### src/rtl/io_clock_pkg.sv
// Shared definitions for the Amiga timing-enable sequencer.
// The package holds the E-clock phase constants, the E-phase type, and
// a helper function that sizes the master-clock prescaler.
package io_clock_pkg;

    // Number of 7 MHz ticks in one CIA E-clock period.
    localparam int E_PHASES     = 10;
    // First E-phase in which ECLK is high (6 low phases, then 4 high phases).
    localparam int E_HIGH_START = 6;

    typedef logic [3:0] e_phase_t;

    localparam e_phase_t E_LAST = e_phase_t'(E_PHASES - 1);
    localparam e_phase_t E_HIGH = e_phase_t'(E_HIGH_START);

    // Bits needed to count 0..div-1. The counter keeps at least one bit,
    // so that DIV=1 still has a well-formed (always zero) register.
    function automatic int prescaler_width(input int div);
        return (div <= 1) ? 1 : $clog2(div);
    endfunction

endpackage

### src/rtl/io_clock_prescaler.sv
// Master-clock prescaler for the timing-enable sequencer.
// Counts 0..DIV-1 while RUN is high and holds its value while RUN is low.
// Ports:
//   CLK     in  master clock, rising edge
//   RESET_N in  synchronous active-low reset
//   RUN     in  1 = count advances, 0 = count frozen
//   RESYNC  in  synchronous restart of the count
//   tick    out high in a cycle whose rising edge is a 7 MHz tick
module io_clock_prescaler
    import io_clock_pkg::*;
#(
    parameter int DIV = 4
) (
    input  logic CLK,
    input  logic RESET_N,
    input  logic RUN,
    input  logic RESYNC,
    output logic tick
);

    localparam int             W    = prescaler_width(DIV);
    localparam logic [W-1:0]   LAST = W'(DIV - 1);

    logic [W-1:0] cnt_q;
    logic [W-1:0] cnt_d;

    // The tick is decoded from the registered count and RUN only. The
    // sequencer registers every output on it, so no input reaches an output
    // without passing through a flop. With DIV=1, LAST is 0 and the tick
    // follows RUN.
    assign tick = RUN && (cnt_q == LAST);

    // NOTE: every signal written in always_comb gets a default first.
    // Otherwise a path that skips the assignment infers a latch.
    always_comb begin
        cnt_d = cnt_q;
        if (RUN) begin
            cnt_d = tick ? '0 : cnt_q + 1'b1;
        end
    end

    // NOTE: sequential state uses non-blocking assignments only. Every flop
    // then samples pre-edge values, whatever order the blocks are evaluated in.
    always_ff @(posedge CLK) begin
        if (!RESET_N || RESYNC) begin
            cnt_q <= '0;
        end else begin
            cnt_q <= cnt_d;
        end
    end

endmodule

### src/rtl/io_clock_sequencer.sv
// Amiga timing-enable sequencer. It derives, from the master CLK, the 7 MHz
// enable, the colour clock (CCK), and the CIA E-clock (1/10 of 7 MHz,
// 6 phases low and 4 phases high). Downstream blocks gate their logic on
// these enables. All outputs are registered.
// Ports:
//   CLK        in  master clock, rising edge
//   RESET_N    in  synchronous active-low reset
//   RUN        in  1 = advance, 0 = freeze (levels hold, pulses drop)
//   RESYNC     in  synchronous phase restart (same register effect as reset)
//   C7M_EN     out one-cycle pulse per 7 MHz tick
//   CCK        out colour-clock level, toggles on each tick
//   CCK_RISE   out pulse in the first cycle in which CCK reads 1
//   CCK_FALL   out pulse in the first cycle in which CCK reads 0
//   ECLK       out E-clock level
//   ECLK_RISE  out pulse in the first cycle in which ECLK reads 1
//   ECLK_FALL  out pulse in the first cycle in which ECLK reads 0 (9->0 wrap only)
//   E_PHASE    out current E-phase, 0..9
module io_clock_sequencer
    import io_clock_pkg::*;
#(
    parameter int DIV = 4
) (
    input  logic       CLK,
    input  logic       RESET_N,
    input  logic       RUN,
    input  logic       RESYNC,
    output logic       C7M_EN,
    output logic       CCK,
    output logic       CCK_RISE,
    output logic       CCK_FALL,
    output logic       ECLK,
    output logic       ECLK_RISE,
    output logic       ECLK_FALL,
    output logic [3:0] E_PHASE
);

    logic tick;

    io_clock_prescaler #(.DIV(DIV)) u_prescaler (
        .CLK     (CLK),
        .RESET_N (RESET_N),
        .RUN     (RUN),
        .RESYNC  (RESYNC),
        .tick    (tick)
    );

    logic     c7m_en_q,    c7m_en_d;
    logic     cck_q,       cck_d;
    logic     cck_rise_q,  cck_rise_d;
    logic     cck_fall_q,  cck_fall_d;
    logic     eclk_q,      eclk_d;
    logic     eclk_rise_q, eclk_rise_d;
    logic     eclk_fall_q, eclk_fall_d;
    e_phase_t e_phase_q,   e_phase_d;
    e_phase_t e_phase_next;

    assign e_phase_next = (e_phase_q == E_LAST) ? '0 : e_phase_q + 4'd1;

    // On a tick, the E-clock level and its edge pulses are decoded from the
    // phase being entered. They therefore line up with E_PHASE in the same
    // cycle. On a non-tick edge, levels hold and pulses drop.
    always_comb begin
        c7m_en_d    = 1'b0;
        cck_d       = cck_q;
        cck_rise_d  = 1'b0;
        cck_fall_d  = 1'b0;
        eclk_d      = eclk_q;
        eclk_rise_d = 1'b0;
        eclk_fall_d = 1'b0;
        e_phase_d   = e_phase_q;
        if (tick) begin
            c7m_en_d    = 1'b1;
            cck_d       = ~cck_q;
            cck_rise_d  = ~cck_q;
            cck_fall_d  = cck_q;
            e_phase_d   = e_phase_next;
            eclk_d      = (e_phase_next >= E_HIGH);
            eclk_rise_d = (e_phase_next == E_HIGH);
            eclk_fall_d = (e_phase_next == '0);
        end
    end

    // RESYNC has the same effect as reset and overrides a coincident tick.
    // The clearing branch never raises ECLK_FALL, so the partial E period is
    // dropped silently.
    always_ff @(posedge CLK) begin
        if (!RESET_N || RESYNC) begin
            c7m_en_q    <= 1'b0;
            cck_q       <= 1'b0;
            cck_rise_q  <= 1'b0;
            cck_fall_q  <= 1'b0;
            eclk_q      <= 1'b0;
            eclk_rise_q <= 1'b0;
            eclk_fall_q <= 1'b0;
            e_phase_q   <= '0;
        end else begin
            c7m_en_q    <= c7m_en_d;
            cck_q       <= cck_d;
            cck_rise_q  <= cck_rise_d;
            cck_fall_q  <= cck_fall_d;
            eclk_q      <= eclk_d;
            eclk_rise_q <= eclk_rise_d;
            eclk_fall_q <= eclk_fall_d;
            e_phase_q   <= e_phase_d;
        end
    end

    assign C7M_EN    = c7m_en_q;
    assign CCK       = cck_q;
    assign CCK_RISE  = cck_rise_q;
    assign CCK_FALL  = cck_fall_q;
    assign ECLK      = eclk_q;
    assign ECLK_RISE = eclk_rise_q;
    assign ECLK_FALL = eclk_fall_q;
    assign E_PHASE   = e_phase_q;

endmodule

### config.mk
export PLATFORM = sky130hd
export DESIGN_NAME = io_clock_sequencer
export DESIGN_NICKNAME = d
export VERILOG_FILES = /design/src/rtl/io_clock_pkg.sv /design/src/rtl/io_clock_prescaler.sv /design/src/rtl/io_clock_sequencer.sv
export SDC_FILE = /design/constraint.sdc
export NUM_CORES = 1
export LEC_CHECK = 0
export BUFFER_PORTS_ARGS = -buffer_cell sky130_fd_sc_hd__buf_2
export CAP_MARGIN = 20
export CORE_AREA = 2 2 39 41
export CTS_CLUSTER_DIAMETER = 50
export DETAILED_ROUTE_END_ITERATION = 6
export DIE_AREA = 0 0 41 43
export GPL_ROUTABILITY_DRIVEN = 0
export MAX_ROUTING_LAYER = met4
export PLACE_DENSITY = 0.64
export RECOVER_POWER = 25
export SLEW_MARGIN = 20
export SYNTH_ARGS = -nofsm -noshare
export SYNTH_HDL_FRONTEND = slang
export SYNTH_SLANG_ARGS = --single-unit
### constraint.sdc
create_clock -name CLK -period 1.5 [get_ports CLK]
set_clock_uncertainty 0.15 [all_clocks]
set_input_delay 0.45 -clock CLK [delete_from_list [all_inputs] [get_ports CLK]]
set_output_delay 0.45 -clock CLK [all_outputs]
set_load 0.1 [all_outputs]
# --- Word level (Yosys, flattened, before mapping) ---
# Index checks and enable logic that the tools add are counted.
op_classes:
  n_addsub: 2
  n_lt_le_gt_ge: 1
  eq_ne: 3
  n_mux: 3
  reduce_logical: 5
  bitwise_logic: 2
ops:
  columns: ["cell", "n"]
  rows:
  - ["4-bit by 1-bit adder with 4-bit output (second input constant)", 1]
  - ["4-bit by 3-bit == test with 1-bit output (second input constant)", 1]
  - ["4-bit == test (second input constant)", 1]
  - ["4-bit by 3-bit greater-or-equal comparator with 1-bit output (second input constant)", 1]
  - ["4-bit logical NOT", 1]
  - ["4-bit two-way mux", 1]
  - ["2-bit by 1-bit adder with 2-bit output (second input constant)", 1]
  - ["2-bit == test (second input constant)", 1]
  - ["2-bit two-way mux", 1]
  - ["1-bit inverter", 2]
  - ["2-bit OR reduction", 1]
  - ["1-bit logical AND", 1]
  - ["1-bit logical NOT", 1]
  - ["1-bit logical OR", 1]
  - ["1-bit two-way mux", 1]
word_totals:
  ff_bits: 13
  elab_cells: 25
  in_bits: 4

# --- Longest topological paths before layout ---
# Gate-level depths: netlist (run 1).
depth:
  word_depth: 4
  mapped_depth: 4
  depth_no_buf: 4

# --- Cells and area by module ---
# Synthesis (run 1) repeated with hierarchy kept, for this count alone.
hier_totals:
  hier_cells: 56
  hier_area_um2: 538.0
modules_own_cells:
  columns: ["module", "cells_each", "area_each_um2", "n_inst", "seq_area_each_um2"]
  rows:
  - ["io_clock_sequencer", 46, 435.4, 1, 220.2]
  - ["io_clock_prescaler", 10, 102.6, 1, 40.0]

# --- Worst setup path after synthesis (run 1) ---
# OpenSTA, ideal clock, no wires.
synth_path:
  path_kind: "register to register"
  start: "reg e_phase_q[1], in the netlist E_PHASE[1]"
  end: "reg eclk_q, in the netlist ECLK"
  stages_incl_launch_ff: 5
  setup_time_ns: 0.119
  n_path_buf: 1
  setup_slack_ns: -0.527
  synth_period_minus_slack_ns: 2.027
  t_arrival_ns: 1.759
  cell_sequence: "dfxtp_1 > buf_2 > and3_1 > o21ai_0 > a32o_1"
synth_between:
  elab_chain_len: 3
  elab_cells_between_ends: 4
synth_lines:
  columns: ["item", "line", "text"]
  rows:
  - ["start: declaration", "io_clock_sequencer.sv:54", "e_phase_t e_phase_q, e_phase_d;"]
  - ["start signal: assignment", "io_clock_sequencer.sv:104", "e_phase_q <= e_phase_d;"]
  - ["4-bit by 1-bit adder with 4-bit output or 4-bit == test (tied branches)", "io_clock_sequencer.sv:57", "assign e_phase_next = (e_phase_q == E_LAST) ? '0 : e_phase_q + 4'd1;"]
  - ["4-bit two-way mux (*)", "io_clock_sequencer.sv:57", null]
  - ["4-bit by 3-bit greater-or-equal comparator with 1-bit output (*)", "io_clock_sequencer.sv:77", "eclk_d = (e_phase_next >= E_HIGH);"]
  - ["end signal: assignment", "io_clock_sequencer.sv:101", "eclk_q <= eclk_d;"]
  - ["end: declaration", "io_clock_sequencer.sv:51", "logic eclk_q, eclk_d;"]
# Mark *: on every way between the ends. The rest lies on a longest branch, timed or not.
# A chain may end at the register's enable or synchronous reset.

# --- Worst setup path in the final report (run 1) ---
layout_path:
  start: "reg e_phase_q[1], in the netlist E_PHASE[1]"
  end: "out E_PHASE[1]"
layout_lines:
  columns: ["item", "line", "text"]
  rows:
  - ["end: declaration", "io_clock_sequencer.sv:34", "output logic [3:0] E_PHASE"]
# No word-level cell between the ends.

==> impl_metrics.env, run 1 <==
export IMPL_routed_wl_um=970
export IMPL_syn_avg_cell_area_sq_um=9.351
export IMPL_crit_fanout=11
export IMPL_die_w_um=41
export IMPL_status="finished clean"
export IMPL_async_reset_ff_frac=0
export IMPL_final_common_cell="buf_12"
export IMPL_report_final_slew_viol_count=0
export IMPL_drive_gt1_frac=0.4521
export IMPL_ant_nets=0
export IMPL_cts_tree="yes"
export IMPL_crit_path_cell_trace="buf_12"
export IMPL_drv_cap=0
export IMPL_initial_core_util=0.3852
export IMPL_layout_common_cells="11 x buf_12, 7 x nor2_1, 6 x dfxtp_2"
export IMPL_fill_cells=121
export IMPL_stdcell_count=89
export IMPL_setup_viol=0
export IMPL_cts_buffers=3
export IMPL_clkTransAtPathRegs_ns=0.07
export IMPL_cts_buffer_depth=2
export IMPL_ys_seq_elements=13
export IMPL_diodes=0
export IMPL_cp_start_kind="flop"
export IMPL_ctsHoldBuffers=0
export IMPL_worst_slew_pin_slew_ns=0.1839
export IMPL_drc_errors=0
export IMPL_synth_edf_count=0
export IMPL_critical_path_buf_inv_count=1
export IMPL_core_area_sq_um=1384
export IMPL_slowest_delay_ns=0.42
export IMPL_fin_crit_sh=0.9843
export IMPL_syn_cell_area_sq_um=533.0
export IMPL_arrival_ns=0.88
export IMPL_slowest_stage="dfxtp_4"
export IMPL_grt_ovfl_total=0
export IMPL_p_leak_uw=0.0003158
export IMPL_firstDrtPassIters=4
export IMPL_period_needed_ns=1.476
export IMPL_seqCellArea_sq_um=282.8
export IMPL_ir_drop_mv=0.5102
export IMPL_final_nets=79
export IMPL_drt_iter0_markers=4
export IMPL_rows=14
export IMPL_io_pins=15
export IMPL_endpoint_kind="output port"
export IMPL_slew_headroom=0.8771
export IMPL_yosysUniqueCellTypes=26
export IMPL_die_h_um=43
export IMPL_root_buffer="clkbuf_4"
export IMPL_yosys_warnings=0
export IMPL_rsz0062_at_grt="false"
export IMPL_htree_levels=1
export IMPL_hp_class="flop to flop"
export IMPL_synthFlopType="dfxtp_1"
export IMPL_antenna_found_initial=0
export IMPL_yosysSeqAreaShare=0.4883
export IMPL_pre_cts_ws_ns=0.06454
export IMPL_syn_inst=57
export IMPL_grt_max_degree=12
export IMPL_power_density_nw_per_um2=685.5
export IMPL_whs_ns=0.3353
export IMPL_grt_pass1_vias=413
export IMPL_worst_ep_required_time_ns=0.90
export IMPL_port_buffers=14
export IMPL_grt_pass1_wl_mm=1.669
export IMPL_dieArea_sq_um=1763
export IMPL_path_class="flop to output port"
export IMPL_finalHoldViolations=0
export IMPL_grt_usage=0.1442
export IMPL_multiInputGateArea_sq_um=261.5
export IMPL_avgViaCountPerCell=4.921
export IMPL_area_growth_synth_to_final_pct=57.04
export IMPL_insertion_delay_ns=0.27
export IMPL_power_uw=573.8
export IMPL_timing_fmax_mhz=677.3
export IMPL_crit_family="flip-flops"
export IMPL_routed_via_count=438
export IMPL_dp_cells=85
export IMPL_syn_num_nets=62
export IMPL_wl_per_cell_um=10.90
export IMPL_cts_sinks=13
export IMPL_layout_setup_ws_ns=0.02356
[kinds of logic (layout without fill, tap and decap cells)]
family          count (synthesis)  count (layout)  share of synthesized area
simple gates                   25              25                     0.2653
flops                          13              13                     0.4883
compound gates                 10              10                     0.1174
buf+inv                         4              20                    0.03754
xor+xnor                        3               3                    0.04930
fa+ha+maj                       1               1                    0.02347
mux                             1               1                    0.01878
[metal layers]
layer  global-route usage  wire [um]
met3              0.03141         47
met5                    -          0
met1               0.1914        452
met4              0.08667         19
met2               0.1938        451
[final timing paths]
kind                            cells past startpoint                  from  slack [ns]          to
worst min-delay path                                1            E_PHASE[3]        0.34   ECLK_RISE
worst min register to register                      1            E_PHASE[3]        0.34   ECLK_RISE
worst max-delay path                                1            E_PHASE[1]        0.02  E_PHASE[1]
worst max register to register                      4  u_prescaler.cnt_q[0]        0.08  E_PHASE[1]
[Yosys cell counts (2+ instances only)]
cell type	count	area, sq um
nor2b_1	2	12.51
nand2b_1	2	12.51
nor3b_1	2	15.01
and2_1	2	12.51
a21oi_1	3	15.01
o21ai_0	4	20.02
dfxtp_1	13	260.3
xor2_1	3	26.28
nor2_1	7	26.28
nand2_1	3	11.26
[stage by stage]
step / area (sq um) / utilization / setup TNS (ns)
final: 837.1 / 0.6049 / 0
after global routing: 837.1 / 0.6049 / 0
after CTS: 825.8 / 0.5967 / 0
after detailed placement: 797.0 / 0.5759 / 0
after global placement: 797.0 / 0.5759 / 0
after floorplan: 550.5 / - / -0.05504
[where the power goes]
part	internal, uW	switching (uW)	total [uW]
Combinational	9.76	12.1	21.9
Clock	103	109	212
Sequential	339	1.33	340
Total	452	122	574
[registers in the layout, summed over array words and instances, names as in the netlist]
register / cells
u_prescaler.cnt_q: 2
E_PHASE: 4
ECLK_RISE: 1
CCK: 1
ECLK_FALL: 1
CCK_RISE: 1
CCK_FALL: 1
C7M_EN: 1
ECLK: 1
[layout make-up]
cell class,count,share of cell area
clock buffer,4,0.03139
inverter,1,0.004484
tap,16,0.02392
multi-input combinational,40,0.3124
timing repair buffer,15,0.2900
sequential,13,0.3378
[timing repair]
item                                   CTS  global route
endpoints found under the hold margin    0             0
gates cloned                             0             0
buffers inserted                         0             0
setup endpoints to repair                1             3
resized for setup                        1             4
Note: power is estimated with default switching activity, not from simulation.
==> run 2, diff against run 1 <==
- BUFFER_PORTS_ARGS: -buffer_cell sky130_fd_sc_hd__buf_2 -> -buffer_cell sky130_fd_sc_hd__buf_4
==> run 2 against run 1 <==
  * Via count grew 5.7%
  * Critical path type unchanged
  * Final cell count grew 2.2%
  * Critical endpoint is now E_PHASE[2]
  * Routed wire length rose by 5.7%
  * Sequential share of layout area up 1.3 points
==> impl_metrics.env, run 2 (same netlist as run 1, synthesis figures left out) <==
export IMPL_rsz0062_at_grt="false"
export IMPL_worst_hold_startpoint="CCK"
export IMPL_clkTransAtPathRegs_ns=0.08
export IMPL_routed_wl_mm=1.025
export IMPL_hp_class="flop to flop"
export IMPL_r2r_start="u_prescaler.cnt_q[0]"
export IMPL_final_common_cell="nor2_1"
export IMPL_firstDrtPassIters=4
export IMPL_worst_slew_pin_slew_ns=0.2324
export IMPL_root_buffer="clkbuf_4"
export IMPL_cts_buffers=3
export IMPL_period_needed_ns=1.469
export IMPL_drt_iter0_markers=2
export IMPL_crit_fanout=9
export IMPL_drive_gt1_frac=0.4533
export IMPL_endpoint_kind="output port"
export IMPL_power_density_nw_per_um2=724.5
export IMPL_grt_pass1_wl_mm=1.593
export IMPL_die_w_um=41
export IMPL_grt_pass1_vias=335
export IMPL_drv_cap=0
export IMPL_critical_path_buf_inv_count=1
export IMPL_ir_drop_mv=0.3708
export IMPL_antenna_found_initial=0
export IMPL_fin_area_sq_um=807.0
export IMPL_cts_buffer_depth=2
export IMPL_dp_hpwl_um=660.3
export IMPL_slowest_delay_ns=0.40
export IMPL_cp_start_kind="flop"
export IMPL_setup_viol=0
export IMPL_ant_nets=0
export IMPL_path_class="flop to output port"
export IMPL_status="finished clean"
export IMPL_grt_usage=0.1496
export IMPL_ctsHoldBuffers=0
export IMPL_p_leak_uw=0.0003170
export IMPL_regToRegSetupSlack_ns=0.12
export IMPL_arrival_ns=0.87
export IMPL_insertion_delay_ns=0.28
export IMPL_layout_common_cells="7 x nor2_1, 6 x dfxtp_2, 6 x buf_4, 6 x buf_6"
export IMPL_slew_headroom=0.8451
export IMPL_grt_max_degree=12
export IMPL_area_growth_synth_to_final_pct=51.41
export IMPL_timing_fmax_mhz=680.6
export IMPL_drc_errors=0
export IMPL_worstReg2RegEnd="E_PHASE[1]"
export IMPL_die_h_um=43
export IMPL_port_buffers=14
export IMPL_slowest_stage="dfxtp_4"
export IMPL_avgViaCountPerCell=5.088
export IMPL_min_path_cells=1
export IMPL_io_pins=15
export IMPL_grt_ovfl_total=0
export IMPL_final_nets=81
export IMPL_largest_register_ffs=4
export IMPL_rows=14
export IMPL_holdPathEnd="CCK_RISE"
export IMPL_diodes=0
export IMPL_cts_tree="yes"
export IMPL_stdcell_count=91
export IMPL_dp_cells=85
export IMPL_worst_ep_required_time_ns=0.90
export IMPL_finalHoldViolations=0
export IMPL_fin_crit_sh=0.9795
export IMPL_initial_core_util=0.3852
export IMPL_crit_family="flip-flops"
export IMPL_core_area_sq_um=1384
export IMPL_htree_levels=1
export IMPL_crit_path_cell_trace="buf_12"
export IMPL_place_area_sq_um=666.9
export IMPL_routed_via_count=463
export IMPL_r2r_cells=4
export IMPL_power_uw=584.7
export IMPL_cts_sinks=13
export IMPL_setup_tns_ns=0
export IMPL_dieArea_sq_um=1763
export IMPL_report_final_slew_viol_count=0
export IMPL_wl_per_cell_um=11.26
==> run 2: cell count changes in the layout (fill, tap and decap cells not counted), sizes merged <==
| cell | previous run | this run |
|---|---|---|
| buf | 15 | 17 |
==> run 2: per-layer routing <==
metal	GRT usage	vias to the layer above	share of wire
li1	-	231	-
met1	0.1851	208	0.43
met2	0.1813	19	0.47
met3	0.06283	5	0.062
met4	0.1200	0	0.032
met5	-	-	0
==> run 2: power breakdown <==
| group | switching, uW | total [uW] | internal (uW) |
|---|---|---|---|
| clock | 116 | 219 | 103 |
| sequential | 1.97 | 341 | 339 |
| combinational | 12.2 | 24.7 | 12.5 |
| total | 130 | 585 | 455 |
==> run 2: layout make-up <==
class	instances	area, sq um
Multi-Input combinational cell	40	266.5
Tap cell	16	20.02
Fill cell	129	576.8
Clock buffer	4	26.28
Inverter	1	3.754
Timing Repair Buffer	17	207.7
Sequential cell	13	282.8
==> run 2: how the worst max path moves through the flow <==
stage,start,end,slack (ns),depth (start not counted)
CTS,E_PHASE[3],E_PHASE[3],0.003,1
floorplan,E_PHASE[2],ECLK,-0.03,3
global placement,u_prescaler.cnt_q[0],E_PHASE[1],0.11,4
global route,E_PHASE[2],E_PHASE[2],0.0007,1
detailed placement,u_prescaler.cnt_q[0],E_PHASE[1],0.07,4
finish,E_PHASE[2],E_PHASE[2],0.03,1
==> run 2: timing repair <==
action | in CTS | in global routing
setup buffers | 0 | 2
endpoints found under the setup margin | 6 | 11
resized for setup | 15 | 10
==> run 2: metrics by stage <==
stage	worst slack (ns)	util	hold slack, ns
after floorplan	-0.03042	-	0.3146
after global placement	0.1059	0.4819	0.2825
after detailed placement	0.07222	0.4819	0.2893
after CTS	0.002564	0.5443	0.3134
after global routing	0.0006857	0.5832	0.3423
final	0.03074	0.5832	0.3183
